$ cat src/rtl/if_id_stage.sv
`default_nettype none
// ============================================================================
//  Module      : if_id_stage
//  Description : Fetch stage and IF/ID register. Owns the PC, handles
//                load-use stalls, ID jump redirects and EX branch flushes.
//  Revision    : 1.0 - initial release
// ============================================================================
module if_id_stage #(
   parameter logic [31:0] RESET_PC = 32'h0000_0000,
   parameter logic [5:0]  J_OPCODE = 6'h02
) (
   input  logic        clk,
   input  logic        reset,
   output logic [31:0] imem_addr,
   input  logic [31:0] imem_data,
   input  logic        branch_taken,
   input  logic [31:0] branch_target,
   input  logic        id_ex_memread,
   input  logic [4:0]  id_ex_rt,
   output logic [31:0] instr_out,
   output logic [31:0] pc_plus4_out,
   output logic        valid_out,
   output logic [5:0]  opcode,
   output logic [4:0]  rs,
   output logic [4:0]  rt,
   output logic [4:0]  rd,
   output logic        bubble,
   output logic        pc_write
);

   logic [31:0] pc_q, pc_d;
   logic [31:0] instr_q, instr_d;
   logic [31:0] pc_plus4_q, pc_plus4_d;
   logic        valid_q, valid_d;

   logic        w_is_jump;
   logic        w_stall;
   logic [31:0] w_pc_inc;
   logic [31:0] w_jump_target;

   assign opcode = instr_q[31:26];
   assign rs     = instr_q[25:21];
   assign rt     = instr_q[20:16];
   assign rd     = instr_q[15:11];

   // Every hazard term is qualified by valid, so a flushed slot or X data
   // never produces a stall or redirect.
   assign w_is_jump = valid_q && (opcode == J_OPCODE);
   assign w_stall   = valid_q && !w_is_jump && id_ex_memread &&
                      (id_ex_rt != 5'd0) && ((id_ex_rt == rs) || (id_ex_rt == rt));

   assign bubble        = w_stall && !branch_taken;
   assign pc_write      = !bubble;
   assign w_pc_inc      = pc_q + 32'd4;
   assign w_jump_target = {pc_plus4_q[31:28], instr_q[25:0], 2'b00};

   assign imem_addr    = pc_q;
   assign instr_out    = instr_q;
   assign pc_plus4_out = pc_plus4_q;
   assign valid_out    = valid_q;

   always_comb begin
      pc_d       = pc_q;
      instr_d    = instr_q;
      pc_plus4_d = pc_plus4_q;
      valid_d    = valid_q;
      if (branch_taken) begin
         pc_d       = branch_target;
         instr_d    = 32'd0;
         pc_plus4_d = 32'd0;
         valid_d    = 1'b0;
      end else if (w_stall) begin
         pc_d = pc_q;
      end else if (w_is_jump) begin
         pc_d       = w_jump_target;
         instr_d    = 32'd0;
         pc_plus4_d = 32'd0;
         valid_d    = 1'b0;
      end else begin
         pc_d       = w_pc_inc;
         instr_d    = imem_data;
         pc_plus4_d = w_pc_inc;
         valid_d    = 1'b1;
      end
   end

   always_ff @(posedge clk) begin
      if (reset) begin
         pc_q       <= RESET_PC;
         instr_q    <= 32'd0;
         pc_plus4_q <= 32'd0;
         valid_q    <= 1'b0;
      end else begin
         pc_q       <= pc_d;
         instr_q    <= instr_d;
         pc_plus4_q <= pc_plus4_d;
         valid_q    <= valid_d;
      end
   end

endmodule
`default_nettype wire

$ cat config.mk
export PLATFORM = sky130hd
export DESIGN_NAME = if_id_stage
export DESIGN_NICKNAME = d
export VERILOG_FILES = /design/src/rtl/if_id_stage.sv
export SDC_FILE = /design/constraint.sdc
export NUM_CORES = 1
export LEC_CHECK = 0
export ABC_AREA = 1
export CELL_PAD_IN_SITES_DETAIL_PLACEMENT = 0
export CELL_PAD_IN_SITES_GLOBAL_PLACEMENT = 2
export CORE_MARGIN = 2
export CORE_UTILIZATION = 23
export DETAILED_ROUTE_END_ITERATION = 10
export GPL_ROUTABILITY_DRIVEN = 1
export PLACE_DENSITY_LB_ADDON = 0.05
export SLEW_MARGIN = 20
export SYNTH_ARGS = -nofsm -noshare
export SYNTH_HDL_FRONTEND = slang
export SYNTH_SLANG_ARGS = --single-unit
$ cat constraint.sdc
create_clock -name clk -period 2.63 [get_ports clk]
set_input_delay 0.789 -clock clk [delete_from_list [all_inputs] [get_ports clk]]
set_output_delay 0.789 -clock clk [all_outputs]
set_load 0.02 [all_outputs]
# Word-level counts from Yosys, hierarchy flattened
# Cells that the tools add are included.
# word_totals
latchBits,0
out_inout_bits,120
ramBits,0
memories,0
inputBits,73
reg_bits,97
rom_bits,0
wordCells,27
# classes
n_eq_ne,4
bitwise,0
n_lt_le_gt_ge,0
n_mux,6
n_mul,0
add_sub_neg,1
n_reduce_logical,12
shift,0
div,0
# op_table
cell,count
$mux W32,5
$add A32 B3 Y32 const B,1
$eq A5 B5 Y1,2
$eq A6 B2 Y1 const B,1
$logic_and A1 B1 Y1,6
$reduce_bool A5 Y1,1
$logic_not A1 Y1,3
$ne A2 B2 Y1 const B,1
$reduce_or A2 Y1,1
$logic_or A1 B1 Y1,1
$mux W1,1

# Depth between registers and ports, before layout
# logic_depth
word_depth,9
ltp_mapped,12
depth_no_buf,11

# Least setup slack after synthesis
# No wires, ideal clock.
# synth_timing
path_kind,input-to-output
startpoint,input port id_ex_rt[3]
endpoint,output port pc_write
t_required_ps,1841
cell_stages,6
slack_ps,176
t_arrival_ps,1665
path_buffers,1
cell_sequence,inv_1 -> nand3_1 -> nor3_1 -> nor2_4 -> nand3_2 -> buf_2
# synth_between
elab_chain_len,5
elab_cells_between_ends,8
cone_classes,eq/ne: 2; reduce/logical: 6
# synth_lines
element,line,text
start: declaration,19,"input logic [4:0] id_ex_rt,"
$eq A5 B5 Y1 / $reduce_bool A5 Y1 (equally long branches),50,(id_ex_rt != 5'd0) && ((id_ex_rt == rs) || (id_ex_rt == rt));
$logic_or A1 B1 Y1 / $logic_and A1 B1 Y1 (equally long branches),"50, 49",
$logic_and A1 B1 Y1 *,50,
$logic_and A1 B1 Y1 *,52,assign bubble = w_stall && !branch_taken;
$logic_not A1 Y1 *,53,assign pc_write = !bubble;
end: declaration,28,output logic pc_write
# Mark *: on every way between the ends. The rest lies on a longest branch, timed or not.

# Worst setup path after layout
# Ends and elaborated chain as after synthesis.

==> flow_metrics.py <==
metrics = {
    "final_layout": {
        "layout_common_cells": "198 x nor2_1, 190 x nand2_1, 184 x clkdlybuf4s50_1",
        "syn2layout_area_growth_pct": 49.2,
        "diodes": 0,
        "final_common_cell": "nor2_1",
        "fill_cells": 2693,
        "drive_gt1_share_pct": 8.57,
        "final_nets": 1154,
        "post-route-cell-area_um2": 8270,
    },
    "pwr": {
        "switchingPower_mw": 1.21,
        "p_per_area_nw_per_um2": 471,
        "vdd_ir_drop_max_mv": 0.228,
        "swShare_pct": 31.2,
        "power_frac_clock_pct": 37.2,
        "combinationalPowerShare_pct": 21.0,
        "power.leakage_nw": 3.50,
        "intPower_mw": 2.68,
        "seqPwrFrac_pct": 41.8,
    },
    "synthesis": {
        "ys_seq_area_share_pct": 35.0,
        "synth_ff_type": "dfxtp_1",
        "yosysWarnings": 0,
        "syn_area_per_cell_um2": 6.15,
        "synth_edf_count": 0,
        "netlist_instances": 902,
        "synth_fp_nets": 976,
        "synthesis.area_um2": 5540,
        "yosys_register_bits": 97,
        "synth-async-reset-ratio_pct": 0,
        "netlist-cell-type-count": 28,
    },
    "sta": {
        "clock.fmax_ghz": 0.390,
        "relSlewSlack_pct": 54.4,
        "tightest_slew_ps": 684,
        "rsz0062_at_grt": "no",
        "setup_viol": 0,
        "hold_viol_final": 0,
        "fin_worst_skew_ps": 10.8,
        "min_period_ps": 2560,
        "whs_ps": 488,
        "finalCritPeriodShare_pct": 97.4,
        "finalSetupTns_ps": 0,
        "drv_slew": 0,
    },
    "setup_path": {
        "crit_cells": 10,
        "timing.rr.end": "pc_plus4_out[4]$_SDFFE_PP0P_",
        "startpoint": "id_ex_rt[3]",
        "critPathMaxStageDelay_ps": 150,
        "slowest_stage": "buf_12",
        "r2r-start": "instr_out[19]$_SDFFE_PP0P_",
        "crit_end": "pc_write",
        "worst-path-buf-inv": 4,
        "arrival_ps": 1770,
        "reg2regPathDepth": 12,
        "cp_top_family": "simple AND/OR/NAND/NOR gates",
        "r2r_slack_ps": 440,
        "path_cells": "buf_6 > buf_6 > nand2_2 > nand2_1 > nor2_1 > nand3_1 > nand2_2 > nand3_4 > buf_12 > buf_8",
        "criticalPathCategory": "primary input to output pin",
        "critical_path_peak_fanout": 3,
        "cp.required_ps": 1840,
        "cp-end-kind": "output pin",
        "crit_path_start_kind": "primary input",
    },
    "cts": {
        "cts_hold_buf": 0,
        "clkSinkCount": 97,
        "clk_pin_slew_ps": 80,
        "clock_path_buffers": 2,
        "root_buffer": "clkbuf_16",
        "htree_levels": 3,
        "cts_made_buffers": 9,
        "worstSkewPairLatency_ps": 360,
        "cts_tree": "yes",
    },
    "route": {
        "first_iter_violations": 285,
        "viasPerCell": 4.46,
        "antenna_left": 0,
        "wl_um": 23800,
        "post_drt_wl_per_cell_um": 17.0,
        "drcViolationCount": 0,
        "drtPass1Iterations": 4,
        "via_count": 6267,
    },
    "place": {
        "place_congestion": 0.782,
        "place.port_buffers": 192,
        "hpwl_um": 17100,
        "placed_area_um2": 7930,
    },
    "global_route": {
        "antenna_found_initial": 0,
        "grt_pass1_vias": 6380,
        "track_usage_pct": 18.8,
        "grt_pass1_wl_um": 37200,
        "grt_overflow": 0,
        "grt_max_degree": 60,
    },
    "floorplanning": {
        "rows": 56,
        "dieArea_um2": 25400,
        "core_um2": 23500,
        "die_h_um": 159,
        "top_level_ports": 193,
        "chipWidth_um": 159,
        "initial_core_util_pct": 23.5,
    },
    "outcome": {
        "status": "completed",
    },
    "job": {
        "drv_cap": 0,
    },
    "hold_path": {
        "hp-class": "register to register",
    },
}
## per-stage QoR
step	power, mW	utilization, %	setup WS [ps]	cells
after floorplan	2.06	-	176	902
after global placement	2.49	33.7	-785	1388
after detailed placement	2.48	33.7	-792	1388
after CTS	3.95	35.0	6.67	1404
after global routing	4.08	35.1	6.28	1404
final	3.89	35.1	69.1	1404
## registers in the layout, summed over array words and instances, names as in the netlist
name,cells
imem_addr,32
instr_out,32
pc_plus4_out,32
valid_out,1
## power by group through the flow
stage | combinational [mW] | sequential [mW] | clock, mW
2_1_floorplan | 0.328 | 1.73 | 0
3_3_place_gp | 0.823 | 1.67 | 0
3_5_place_dp | 0.820 | 1.66 | 0
4_1_cts | 0.825 | 1.63 | 1.49
5_1_grt | 0.901 | 1.64 | 1.54
6_report | 0.819 | 1.63 | 1.45
## cell type report
cell class                 instances  area, um2  area share, %
clock buffer                       9        225           2.72
clock inverter                     7       83.8           1.01
inverter                          67        251           3.04
multi-input combinational        665       2990           36.2
sequential                        97       1940           23.5
tap                              319        399           4.83
timing repair buffer             240       2380           28.8
## tightest hold or removal path, cell delays in order (launching register included)
cell     delay (ps)
dfxtp_1         330
nor2_1           50
nor2_1           80
## metal layers
layer	share of wire, %	GRT usage (%)
met1	49	26.0
met2	44	30.3
met3	5.2	3.72
met4	1.0	3.97
met5	0	0
## cells in the mapped netlist, types with 4 or more instances
cell type / count / area share [%]
clkbuf_1: 24 / 1.6
nand4_1: 30 / 3.4
xor2_1: 4 / 0.63
nand3_1: 104 / 9.4
buf_2: 15 / 1.4
o21ai_0: 31 / 2.8
nand2_1: 194 / 13
nor2_1: 201 / 14
inv_1: 65 / 4.4
a21oi_1: 76 / 6.9
dfxtp_1: 97 / 35
o21ai_1: 4 / 0.36
buf_4: 28 / 3.8
buf_1: 5 / 0.34
and2_1: 4 / 0.45
## worst min path at each step
stage,start,end,slack [ps],cells past startpoint
global route,pc_plus4_out[8]$_SDFFE_PP0P_,pc_plus4_out[8]$_SDFFE_PP0P_,520,2
floorplan,pc_plus4_out[11]$_SDFFE_PP0P_,pc_plus4_out[11]$_SDFFE_PP0P_,560,2
detailed placement,pc_plus4_out[11]$_SDFFE_PP0P_,pc_plus4_out[11]$_SDFFE_PP0P_,470,2
CTS,pc_plus4_out[0]$_SDFFE_PP0P_,pc_plus4_out[0]$_SDFFE_PP0P_,490,2
finish,pc_plus4_out[11]$_SDFFE_PP0P_,pc_plus4_out[11]$_SDFFE_PP0P_,490,2
global placement,pc_plus4_out[8]$_SDFFE_PP0P_,pc_plus4_out[8]$_SDFFE_PP0P_,470,2
## cells by family (layout without fill, tap and decap cells)
group,count (synthesis),in the layout,synth area share (%)
fa+ha+maj,1,1,0.226
xor+xnor,6,6,0.948
flops,97,97,35.0
buf+inv,140,323,11.8
compound gates,115,115,10.7
simple gates,543,543,41.3
## what timing repair did
action,4_1_cts,5_1_grt
gates resized for setup,33,16
endpoints found under the setup margin,75,45
pin swaps,12,11
hold endpoints to repair,0,0
buffers inserted,0,0
Power figures use the tool's default switching activity.
==> variant 1: new RTL, same flow settings <==
Register the outputs `rd` and `pc_write`, without a reset; this adds one clock of latency there. The other outputs are not delayed to match.
--- a/src/rtl/if_id_stage.sv
+++ b/src/rtl/if_id_stage.sv
@@ -42,5 +42,4 @@
    assign rs     = instr_q[25:21];
    assign rt     = instr_q[20:16];
-   assign rd     = instr_q[15:11];
 
    // Every hazard term is qualified by valid, so a flushed slot or X data
@@ -51,5 +50,8 @@
 
    assign bubble        = w_stall && !branch_taken;
-   assign pc_write      = !bubble;
+   always_ff @(posedge clk) begin
+      rd       <= instr_q[15:11];
+      pc_write <= !bubble;
+   end
    assign w_pc_inc      = pc_q + 32'd4;
    assign w_jump_target = {pc_plus4_q[31:28], instr_q[25:0], 2'b00};
Formal check against the unedited RTL: not equivalent (a bounded check fails within 4 cycles, from zero or initial values and one cycle with reset high).
==> variant 1 against the unedited design <==
Sequential cell count rose by 6. Hold slack got worse by 0.064 ns. Sequential power grew 6%. Largest power group unchanged. Power increased by 2.5%. Combinational power fell by 0.9%. Clock skew hardly changed. Critical path type unchanged. Non-clock buffer count fell by 9. Final area shrank 0.23%. Setup slack better by 0.087 ns. First-iteration DRC count rose by 4.9%. Area after synthesis up 2.3%. Routed wire length rose by 3.6%. Cell count is 0.36% higher.
==> variant 1: results (changes against the unedited design) <==
Place
  – Pre-CTS setup slack: -0.789 ns (was -0.792 ns)
  – GP Congestion: 0.777 (was 0.782)
  – Port buffer count: 192 (unchanged)
  – Hpwl dp: 17.7 mm (was 17.1 mm)

Worst setup path
  – Crit-path max cell delay: 0.13 ns (was 0.15 ns)
  – WP data arrival: 1.68 ns (was 1.77 ns)
  – CP max stage cell: buf_4 (was buf_12)
  – Worst Path Max Fanout: 3 (unchanged)
  – Delay-heaviest family, CP: buffers and inverters (was simple AND/OR/NAND/NOR gates)
  – FF-to-FF path depth: 13 (was 12)

Clock network
  – Clock buffer count from CTS: 9 (unchanged)
  – Worst-Skew Late Latency: 0.36 ns (about the same)
  – Clock slew at reported path FFs: 0.08 ns (about the same)
  – Max H-tree Level: 3 (unchanged)
  – Maximum root-to-sink buffer count: 2 (unchanged)
  – CTS Root Cell: clkbuf_16 (unchanged)

Global routing
  – Gr usage total: 0.189 (was 0.188)
  – Vias in the first global route: 6122 (was 6380)
  – First-pass GRT wire length: 37.4 mm (was 37.2 mm)
  – Largest net degree at the start of global routing: 70 (was 60)
  – Initial antenna violation count: 0 (unchanged)

Worst hold path
  – Hold Path Depth: 0 (was 2)
  – Tightest Hold Check Type: flop to flop (unchanged)

Timing
  – Endpoints failing setup: 0 (unchanged)
  – Max Slew Vio Count: 0 (unchanged)
  – Worst slew margin relative to its limit: 0.533 (was 0.544)
  – Setup Skew: 0.0109 ns (was 0.0108 ns)

Route
  – Initial drt markers: 299 (was 285)
  – Post-DR wirelength/cell: 17.5 microns (was 17.0 microns)
  – Via density: 4.46 (about the same)
  – Drt pass-1 iters: 4 (unchanged)

Status
  – Status: complete, no violations (unchanged)

Synth
  – Syn Nets: 981 (was 976)
  – Synth Area per Inst: 6.26 sq um (was 6.15 sq um)
  – Ys Warns: 0 (unchanged)
  – Multiplexer share of the synthesized area: 0 (unchanged)
  – Synth Area in Compound Gates: 0.106 (was 0.107)
  – Sequential area share after synthesis: 0.363 (was 0.350)
  – Largest cells by area after synthesis: dfxtp_1 36%, nor2_1 13%, nand2_1 13% (was dfxtp_1 35%, nor2_1 14%, nand2_1 13%)
  – Main synth FF type: dfxtp_1 (unchanged)
  – Cell variety after synth: 28 (unchanged)
  – Asr flop ratio synth: 0 (unchanged)
  – Synth Area in Adders: 0.00221 (was 0.00226)
  – Commonest cells post-synth: 201 x nor2_1, 191 x nand2_1, 104 x nand3_1 (was 201 x nor2_1, 194 x nand2_1, 104 x nand3_1)
  – Xor/xnor share of the synthesized area: 0.00772 (was 0.00948)

Final layout
  – Nets: 1154 (unchanged)
  – Layout Cells excl Fill: 1409 (was 1404)
  – # diodes: 0 (unchanged)
  – Layout cells sized above 1: 0.0719 (was 0.0857)

Power
  – Leakage power: 3.48 nW (was 3.50 nW)
  – Peak VDD IR: 257 uV (was 228 uV)
-- variant 1: final timing paths --
kind                 startpoint          endpoint  slack (ns)
hold / removal    instr_out[12]             rd[1]        0.42
setup / recovery    id_ex_rt[3]            bubble        0.16
hold reg to reg   instr_out[12]             rd[1]        0.42
setup reg to reg  instr_out[22]  pc_plus4_out[26]        0.45
-- variant 1: metal layers --
metal	vias up	routed length, microns	GRT usage
li1	3247	-	-
met1	2901	11900	0.261
met2	138	11400	0.308
met3	4	1260	0.0401
met4	0	89	0.0317
met5	-	0	0
-- variant 1: per-stage QoR --
step	instance area (sq um)	util
3_3_place_gp	7950	0.328
3_5_place_dp	7950	0.328
2_1_floorplan	5670	-
4_1_cts	8270	0.341
5_1_grt	8250	0.340
6_report	8250	0.340
-- variant 1: cells by family after synthesis --
kind of cell / count (synthesis)
flops: 103
buf+inv: 140
fa+ha+maj: 1
compound gates: 117
simple gates: 541
xor+xnor: 5
-- variant 1: layout make-up --
class / instances / area (sq um)
Multi-Input combinational cell: 664 / 2950
Timing Repair Buffer: 231 / 2260
Inverter: 71 / 269
Clock buffer: 9 / 225
Clock inverter: 7 / 76.3
Sequential cell: 103 / 2060
Tap cell: 324 / 405
Fill cell: 2733 / 16000
-- variant 1: what timing repair did --
item / 4_1_cts / 5_1_grt
setup buffers: 1 / 0
gates resized for setup: 20 / 9
setup endpoints to repair: 74 / 67
pin swaps: 4 / 0
hold buffers: 0 / 0
-- variant 1: where the power goes --
part	leakage (nW)	switching, mW	internal, mW
logic	2.49	0.438	0.373
clock network	0.143	0.706	0.750
registers	0.846	0.0899	1.63
==> variant 2: new RTL, config.mk and constraints unchanged <==
Made on the original files. `instr_q` no longer has a reset.
--- a/src/rtl/if_id_stage.sv
+++ b/src/rtl/if_id_stage.sv
@@ -88,10 +88,8 @@
       if (reset) begin
          pc_q       <= RESET_PC;
-         instr_q    <= 32'd0;
          pc_plus4_q <= 32'd0;
          valid_q    <= 1'b0;
       end else begin
          pc_q       <= pc_d;
-         instr_q    <= instr_d;
          pc_plus4_q <= pc_plus4_d;
          valid_q    <= valid_d;
@@ -99,4 +97,8 @@
    end
 
+   always_ff @(posedge clk) begin
+      instr_q <= instr_d;
+   end
+
 endmodule
 `default_nettype wire
Formal check against the unedited RTL: not equivalent (Yosys sat finds a counterexample within 4 cycles, from zero or initial values and one cycle with reset high).
==> variant 2 against the unedited design <==
Sequential cell count unchanged. Power up 1.0%. Setup slack better by 0.011 ns. Area after synthesis down 3.6%. Count of clock-buffer cells in the layout up 2. Synthesized cell count down 4.3%. Final area down 5.3%. Routed wire length down 7.7%. First-iteration DRC count down 18%.
==> variant 2: results (changes against the unedited design) <==
Synth
  – Sequential area share after synthesis: 0.363 (was 0.350)
  – Commonest cells post-synth: 294 x nand2_1, 139 x nor2_1, 97 x dfxtp_1 (was 201 x nor2_1, 194 x nand2_1, 104 x nand3_1)
  – Largest cells by area after synthesis: dfxtp_1 36%, nand2_1 21%, nor2_1 9.8% (was dfxtp_1 35%, nor2_1 14%, nand2_1 13%)
  – Synthesized instance count: 863 (was 902)
  – Cell variety after synth: 31 (was 28)
  – Syn Nets: 937 (was 976)

Final layout
  – Nets: 1111 (was 1154)
  – Clock-cell share: 0.0398 (was 0.0374)
  – Buffers, non-clock: 224 (was 240)
  – Layout cells sized above 1: 0.0825 (was 0.0857)
  – Fraction of area in multi-input gates: 0.359 (was 0.362)
  – FF+latch count: 97 (unchanged)
  – Layout Cells excl Fill: 1327 (was 1404)
  – Fraction of area in non-clock buffers: 0.275 (was 0.288)
  – Inverters: 68 (was 67)
  – #MultiIn Comb: 637 (was 665)
  – Clk_buf instances: 11 (was 9)
  – Filler instances: 2546 (was 2693)

Timing
  – Setup Skew: 0.00888 ns (was 0.0108 ns)
  – Hold_ws: 0.467 ns (was 0.488 ns)
  – Worst slew margin relative to its limit: 0.443 (was 0.544)

Floorplan
  – Die area: 24500 sq um (was 25400 sq um)

Power
  – Psw: 1.15 mW (was 1.21 mW)
  – Peak VDD IR: 234 uV (was 228 uV)

Global routing
  – Gr usage total: 0.182 (was 0.188)
  – GR Util met3: 0.0393 (was 0.0372)
  – Largest net degree at the start of global routing: 52 (was 60)
  – GR Util met1: 0.244 (was 0.260)

Worst setup path
  – Worst Path Max Fanout: 4 (was 3)
  – Reg-to-reg endpoint: pc_plus4_out[22] (was pc_plus4_out[4])
  – Crit-path max cell delay: 0.21 ns (was 0.15 ns)
  – CP max stage cell: clkdlybuf4s15_2 (was buf_12)
  – Crit Reg-Reg Startpoint: instr_out[16] (was instr_out[19])

Route
  – Met1 wire length: 10.5 mm (was 11.8 mm)
  – Initial drt markers: 234 (was 285)

Place
  – Placed inst area: 7520 sq um (was 7930 sq um)

Status
  – Status: complete, no violations (unchanged)

Clock network
  – CTS resizes: 25 (was 33)
-- variant 2: cell count changes in the layout (fill, tap and decap cells not counted), sizes merged, moves of 4 or more --
| cell | delta |
|---|---|
| nand3 | -62 |
| a21oi | -16 |
| nand2 | +100 |
| nor2 | -60 |
| clkbuf | +5 |
| inv | -4 |
| o21ai | +4 |
| buf | -20 |
| and2 | -4 |
| or2 | +9 |
-- variant 2: how the worst max path moves through the flow --
stage                      startpoint      to  slack [ns]
after floorplan           id_ex_rt[4]  bubble        0.19
after global placement    id_ex_rt[0]  bubble       -0.76
after detailed placement  id_ex_rt[1]  bubble       -0.76
after CTS                 id_ex_rt[2]  bubble      0.0006
after global routing      id_ex_rt[1]  bubble       -0.02
final                     id_ex_rt[1]  bubble        0.08
-- variant 2: cell families after synthesis --
group                      after synthesis  synth area share
xor gates and xnor gates                 4           0.00656
adders and majority gates                1           0.00234
buffers and inverters                  129             0.113
and+or+nand+nor                        527             0.412
DFF                                     97             0.363
AOI/OAI and AO/OA                      105             0.102
